File: config.mk
export PLATFORM = sky130hd
export DESIGN_NAME = regfile_access_ctrl
export DESIGN_NICKNAME = d
export VERILOG_FILES = /design/src/rtl/regfile_access_ctrl.sv
export SDC_FILE = /design/constraint.sdc
export NUM_CORES = 1
export LEC_CHECK = 0
export ABC_AREA = 1
export CAP_MARGIN = 20
export CORE_ASPECT_RATIO = 0.9
export CORE_UTILIZATION = 30
export DETAILED_ROUTE_END_ITERATION = 10
export GPL_ROUTABILITY_DRIVEN = 0
export SLEW_MARGIN = 10
export SYNTH_ARGS = -nofsm -noshare
export SYNTH_HDL_FRONTEND = slang
export SYNTH_SLANG_ARGS = --single-unit
File: constraint.sdc
create_clock -name clk_i -period 1.45 [get_ports clk_i]
set_input_delay 0.435 -clock clk_i [delete_from_list [all_inputs] [get_ports clk_i]]
set_output_delay 0.435 -clock clk_i [all_outputs]
set_load 0.01 [all_outputs]
File: src/rtl/regfile_access_ctrl.sv
// Valid/ready sequencer that drives strobe-captured register file ports.
// Define REGFILE_CTRL_PERF_EN to add read/write handshake counters.
module regfile_access_ctrl #(
  parameter int unsigned DataWidth = 32,
  parameter int unsigned RfLatency = 1
) (
  input  logic                 clk_i,
  input  logic                 rst_ni,
`ifdef REGFILE_CTRL_PERF_EN
  output logic [31:0]          rd_count_o,
  output logic [31:0]          wr_count_o,
`endif
  input  logic                 op_valid_i,
  output logic                 op_ready_o,
  input  logic [4:0]           rs1_addr_i,
  input  logic [4:0]           rs2_addr_i,
  output logic                 opnd_valid_o,
  input  logic                 opnd_ready_i,
  output logic [DataWidth-1:0] rs1_data_o,
  output logic [DataWidth-1:0] rs2_data_o,
  input  logic                 wb_valid_i,
  output logic                 wb_ready_o,
  input  logic [4:0]           wb_addr_i,
  input  logic [DataWidth-1:0] wb_data_i,
  output logic                 rf_req_ra_o,
  output logic                 rf_req_rb_o,
  output logic                 rf_req_w_o,
  output logic [4:0]           rf_raddr_a_o,
  output logic [4:0]           rf_raddr_b_o,
  output logic [4:0]           rf_waddr_o,
  output logic [DataWidth-1:0] rf_wdata_o,
  input  logic [DataWidth-1:0] rf_rdata_a_i,
  input  logic [DataWidth-1:0] rf_rdata_b_i
);

  typedef enum logic [2:0] {
    IDLE, WR_SETUP, WR_PULSE,
    RD_SETUP, RD_PULSE, RD_WAIT, RESP
  } state_e;

  state_e     state_q, state_d;
  logic [2:0] cnt_q;
  logic       op_hs, wb_hs;
  logic       rd_a_en, rd_b_en;
  logic       wait_done;

  assign rd_a_en   = |rf_raddr_a_o;
  assign rd_b_en   = |rf_raddr_b_o;
  assign wait_done = (cnt_q == 3'd0);

  always_comb begin
    state_d      = state_q;
    op_ready_o   = 1'b0;
    wb_ready_o   = 1'b0;
    opnd_valid_o = 1'b0;
    unique case (state_q)
      IDLE: begin
        // readies are gated so every output reads 0 while in reset
        wb_ready_o = rst_ni;
        op_ready_o = rst_ni & ~wb_valid_i;
        if (wb_valid_i)      state_d = WR_SETUP;
        else if (op_valid_i) state_d = RD_SETUP;
      end
      WR_SETUP: state_d = WR_PULSE;
      WR_PULSE: state_d = IDLE;
      RD_SETUP: begin
        if (rd_a_en || rd_b_en) state_d = RD_PULSE;
        else                    state_d = RESP;
      end
      RD_PULSE: state_d = RD_WAIT;
      RD_WAIT: begin
        if (wait_done) state_d = RESP;
      end
      RESP: begin
        opnd_valid_o = 1'b1;
        if (opnd_ready_i) state_d = IDLE;
      end
      default: state_d = IDLE;
    endcase
  end

  assign wb_hs = wb_valid_i & wb_ready_o;
  assign op_hs = op_valid_i & op_ready_o;

  always_ff @(posedge clk_i or negedge rst_ni) begin
    if (!rst_ni) state_q <= IDLE;
    else         state_q <= state_d;
  end

  always_ff @(posedge clk_i or negedge rst_ni) begin
    if (!rst_ni) begin
      rf_req_ra_o  <= 1'b0;
      rf_req_rb_o  <= 1'b0;
      rf_req_w_o   <= 1'b0;
      rf_raddr_a_o <= '0;
      rf_raddr_b_o <= '0;
      rf_waddr_o   <= '0;
      rf_wdata_o   <= '0;
      rs1_data_o   <= '0;
      rs2_data_o   <= '0;
      cnt_q        <= '0;
    end else begin
      rf_req_ra_o <= 1'b0;
      rf_req_rb_o <= 1'b0;
      rf_req_w_o  <= 1'b0;
      if (wb_hs) begin
        rf_waddr_o <= wb_addr_i;
        rf_wdata_o <= wb_data_i;
      end
      if (op_hs) begin
        rf_raddr_a_o <= rs1_addr_i;
        rf_raddr_b_o <= rs2_addr_i;
      end
      if (state_q == WR_SETUP) rf_req_w_o <= |rf_waddr_o;
      if (state_q == RD_SETUP) begin
        rf_req_ra_o <= rd_a_en;
        rf_req_rb_o <= rd_b_en;
        if (!rd_a_en && !rd_b_en) begin
          rs1_data_o <= '0;
          rs2_data_o <= '0;
        end
      end
      if (state_q == RD_PULSE) begin
        cnt_q <= 3'(RfLatency - 1);
      end else if (state_q == RD_WAIT) begin
        if (!wait_done) begin
          cnt_q <= cnt_q - 3'd1;
        end else begin
          rs1_data_o <= rd_a_en ? rf_rdata_a_i : '0;
          rs2_data_o <= rd_b_en ? rf_rdata_b_i : '0;
        end
      end
    end
  end

`ifdef REGFILE_CTRL_PERF_EN
  always_ff @(posedge clk_i or negedge rst_ni) begin
    if (!rst_ni) begin
      rd_count_o <= '0;
      wr_count_o <= '0;
    end else begin
      if (op_hs) rd_count_o <= rd_count_o + 32'd1;
      if (wb_hs) wr_count_o <= wr_count_o + 32'd1;
    end
  end
`endif

endmodule
* After elaboration in Yosys (flattened, before gate mapping) *
Index checks and enable logic that the tools add are counted.

cells by class
  reductions and logical operators = 12
  magnitude comparators = 0
  $add $sub $neg = 1
  divide/modulo/power cells = 0
  multiplexer cells = 27
  shifts and indexed selects = 0
  $mul = 0
  equality and inequality tests = 9
  bitwise gates (word level) = 4

operators by type and width
  operator             count
  $mux 32              12
  $mux 3               7
  $pmux 3 s6           1
  $reduce_or 5->1      3
  $eq 3x3->1 const B   3
  $logic_not 3->1      2
  $mux 1               6
  $ne 2x2->1 const B   2
  $and 1x1->1          3
  $eq 3x1->1 const B   1
  $eq 3x2->1 const B   1
  $ne 3x3->1 const B   1
  $reduce_and 3->1     1
  $sub 3x1->3 const B  1
  $logic_not 1->1      2
  $mux 2               1
  $ne 2x1->1 const B   1
  $reduce_and 2->1     1
  $reduce_bool 2->1    1
  $logic_and 1x1->1    1
  $logic_or 1x1->1     1
  $not 1->1            1

storage, ports and cells
  bits in registers = 120
  memories kept = 0
  bits in read-only memories = 0
  bits of input ports = 116
  latch bits = 0
  bits in writable memories = 0

* Logic depth before layout (Yosys ltp) *
  depth in word-level cells = 8
  mapped depth = 11
  depth with buffers taken out = 10

* Worst setup path after synthesis *
No wires, ideal clock.

  kind = register to register
  start point = register cnt_q[0]
  end point = register rs2_data_o[12]
  period minus slack after synthesis = 1.440 ns
  data arrival time = 1.323 ns
  buffers on the path = 1
  setup time = 0.117 ns
  slack = 0.010 ns
  stages on the path, launching flop included = 11
  path through = dfrtp_1 inv_1 ha_1 inv_1 nor2_1 inv_1 nor2_8 inv_4 buf_4 nand3_2 nand2_1

between the ends
  cells in the longest elaborated chain, start to end = 4

RTL lines
  item                    RTL line  RTL
  from (decl)             42        logic [2:0] cnt_q;
  from (signal assigned)  124       cnt_q <= 3'(RfLatency - 1);
  from (signal assigned)  127       cnt_q <= cnt_q - 3'd1;
  $logic_not 3->1         49        assign wait_done = (cnt_q == 3'd0);
  $mux 32                 126       if (!wait_done) begin
  $mux 32                 125       end else if (state_q == RD_WAIT) begin
  $mux 32                 123       if (state_q == RD_PULSE) begin
  to (signal assigned)    130       rs2_data_o <= rd_b_en ? rf_rdata_b_i : '0;
  to (decl)               20        output logic [DataWidth-1:0] rs2_data_o,

Every way passes these cells.
A chain may end at the register's enable or synchronous reset.

* Final worst setup path *
  start point = register state_q[0]
  end point = output port op_ready_o

between the ends
  cells in the longest elaborated chain, start to end = 2

RTL lines
  item                    RTL line  RTL
  from (decl)             41        state_e state_q, state_d;
  from (signal assigned)  87        else state_q <= state_d;
  $logic_not 3->1         56        unique case (state_q)
  $mux 1                  56
  to (decl)               14        output logic op_ready_o,

Every way passes these cells.

==> metrics.csv <==
metric,value,unit
run status,finished with violations,
Pwr Density,1910,nW/µm²
Antenna Nets Post-Route,0,
WL final,16700,µm
final setup margin,-359,ps
violated checks,"design-rule violations, negative setup slack",
vias after detailed routing,4866,
first-pass GRT wire length,25300,µm
later-pin clock latency in the skew report,410,ps
GR Util All Layers,0.186,
antenna cells,0,
Power Total,17100,µW
crit path max fanout,3,
Max clock buf depth,2,
Hold Crit Class,in -> async,
Critical Path AT,1370,ps
clock transition at the registers of the reported paths,60,ps
Final min period,1810,ps
Layout Cell Area excl Fill,8980,µm²
leading area contributor after synthesis,dfrtp_1,
CP Capture Type,output pin,
global route overflow,0,
Final Setup Violations,72,
Slew headroom,0.510,
unrepaired setup endpoints after global routing,yes,
synth unique cells,27,
chip height,125,µm
Die X-Extent,139,µm
Fin. Hold Viols,0,
count of final max-slew check failures,0,
Worst Path Required,1020,ps
post-synth top area share,0.595,
number of remaining DRC errors,18,
initial core utilization,0.310,
H-tree depth,4,
# hold bufs at CTS,0,
setup TNS,-15890,ps
reg2reg start,state_q[1]$_DFFE_PN0P_,
synthesized cell area,5050,µm²
initial antenna violation count,0,
Synth Net Count,679,
Worst Skew,8.60,ps
maximum capacitance violations,0,
CTS buffer count,17,
share of layout cells above drive strength 1,0.386,
RR Endpoint,rs1_data_o[6]$_DFF_PN0_,
cells after synthesis,561,
final worst-path cycle share,1.25,
Slew @ Worst Pin,735,ps
Peak Freq,553,MHz
port bufs,232,
Post-DP Area,7760,µm²
post-synthesis sequential area ratio,0.595,
"FF+latch count, synth",120,
Critical Path Source Type,flop,
# nets final,979,
vias in the first global route,4959,
average size of a mapped cell,9.00,µm²
CTS tree,done,
hpwl dp,10200,µm
DR WL/cell,15.5,µm
drt pass-1 iters,7,
Via density,4.50,
# rows,44,
Worst Reg2Reg Path Length in Cells,13,
final core utilization,0.551,
# IOs,233,
Reg2Reg Setup Slack,-300,ps
Ys Warns,0,
drt initial violations,140,
Leakage Power,0.00474,µW
CTS Sinks,120,
Area growth syn-to-layout,77.9,%
post-place setup slack,-741,ps
"top cells by area, synth","dfrtp_1 59%, nand2_1 15%, nand3_1 6.7%",
largest net degree at the start of global routing,121,
Total Die Area,17400,µm²
crit path kind,reg -> out,
CTS root buf,clkbuf_16,
VDD IR-drop max,0.810,mV
Core Region,16300,µm²
-- kinds of logic (layout without fill, tap and decap cells) --
family,Yosys count,count (layout),synth area share
buffers and inverters,89,402,0.0907
adder cells (fa/ha/maj),2,2,0.00496
AND/OR/NAND/NOR,307,307,0.266
AO/OA/AOI/OAI,43,43,0.0434
flip-flops,120,120,0.595
-- through the flow --
stage	hold WS (ps)	cells
CTS	254	1064
floorplan	139	561
global route	275	1081
finish	138	1081
global placement	465	1000
detailed placement	473	1000
-- critical path, cell delays in order, from the launching register on --
cell	delay, ps
dfrtp_1	410
nor2_2	130
nand3b_1	130
nor2_2	140
buf_2	160
-- how the worst max path moves through the flow --
stage,cells after the start,to,from,slack (ps)
final,4,op_ready_o,state_q[0]$_DFFE_PN0P_,-360
after floorplan,10,rs2_data_o[12]$_DFF_PN0_,cnt_q[0]$_DFFE_PN0P_,10
after global routing,4,op_ready_o,state_q[0]$_DFFE_PN0P_,-450
after global placement,4,op_ready_o,wb_valid_i,-720
after detailed placement,4,op_ready_o,wb_valid_i,-740
after CTS,4,op_ready_o,state_q[1]$_DFFE_PN0P_,-380
-- flip-flops by register name (all words and copies together) (netlist names) --
name,cells
rf_wdata_o,32
rf_waddr_o,5
rf_raddr_b_o,5
rf_req_rb_o,1
rs2_data_o,32
rf_req_ra_o,1
cnt_q,3
rs1_data_o,32
rf_raddr_a_o,5
state_q,3
rf_req_w_o,1
-- cell type report --
type,count,area [µm²]
fill,1445,7310
sequential,120,3000
timing repair buffer,310,2790
multi-input combinational,352,2040
clock buffer,21,470
inverter,59,265
tap,207,259
clock inverter,11,146
timing repair inverter,1,16.3
-- metal layers --
metal  GRT usage  up-vias  wire length, µm
li1            -     2359                -
met2       0.297      183             8050
met4      0.0608        0              129
met3      0.0862       13             1810
met1       0.221     2311             6720
met5           0        -                0
-- cell usage in the layout (no fill, tap or decap), types with 2 or more instances in the layout --
cell type / netlist / layout
nand2_1: 208 / 191
dfrtp_1: 120 / 120
buf_2: 7 / 115
clkdlybuf4s50_1: 0 / 114
nand3_2: 10 / 63
inv_1: 54 / 50
buf_4: 5 / 38
o21ai_0: 37 / 34
clkbuf_16: 0 / 20
buf_6: 12 / 17
nand2_2: 0 / 15
buf_12: 0 / 12
nand3_1: 68 / 11
buf_16: 0 / 9
nor2_4: 0 / 6
nor2_2: 3 / 5
inv_4: 1 / 5
nand3_4: 0 / 4
clkinv_4: 0 / 4
o21ai_1: 2 / 4
nor2_1: 11 / 3
nand2_4: 1 / 3
clkbuf_8: 0 / 3
bufinv_16: 0 / 3
clkinv_2: 0 / 3
inv_2: 4 / 2
a21oi_1: 2 / 2
clkinvlp_4: 0 / 2
buf_8: 0 / 2
-- report_power, final --
group	internal [µW]	total (µW)	switching (µW)
clock	2840	4360	1520
combinational	3510	7100	3590
sequential	4780	5690	908
-- cell usage after synthesis, drive strengths merged --
cell / count
nand3b: 1
clkbuf: 6
nand3: 78
nor4: 1
dfrtp: 120
nand4: 1
o21ai: 39
buf: 24
inv: 59
nor3: 1
o21bai: 1
nand2: 209
or2: 1
a21oi: 2
o22ai: 1
ha: 2
nor2: 15
-- what timing repair did --
action	4_1_cts	5_1_grt
setup buffers	23	18
gates cloned	9	5
resized for setup	495	125
setup endpoints to repair	191	89
pin swaps	6	76
No activity file was read; power rests on OpenSTA's default activity.
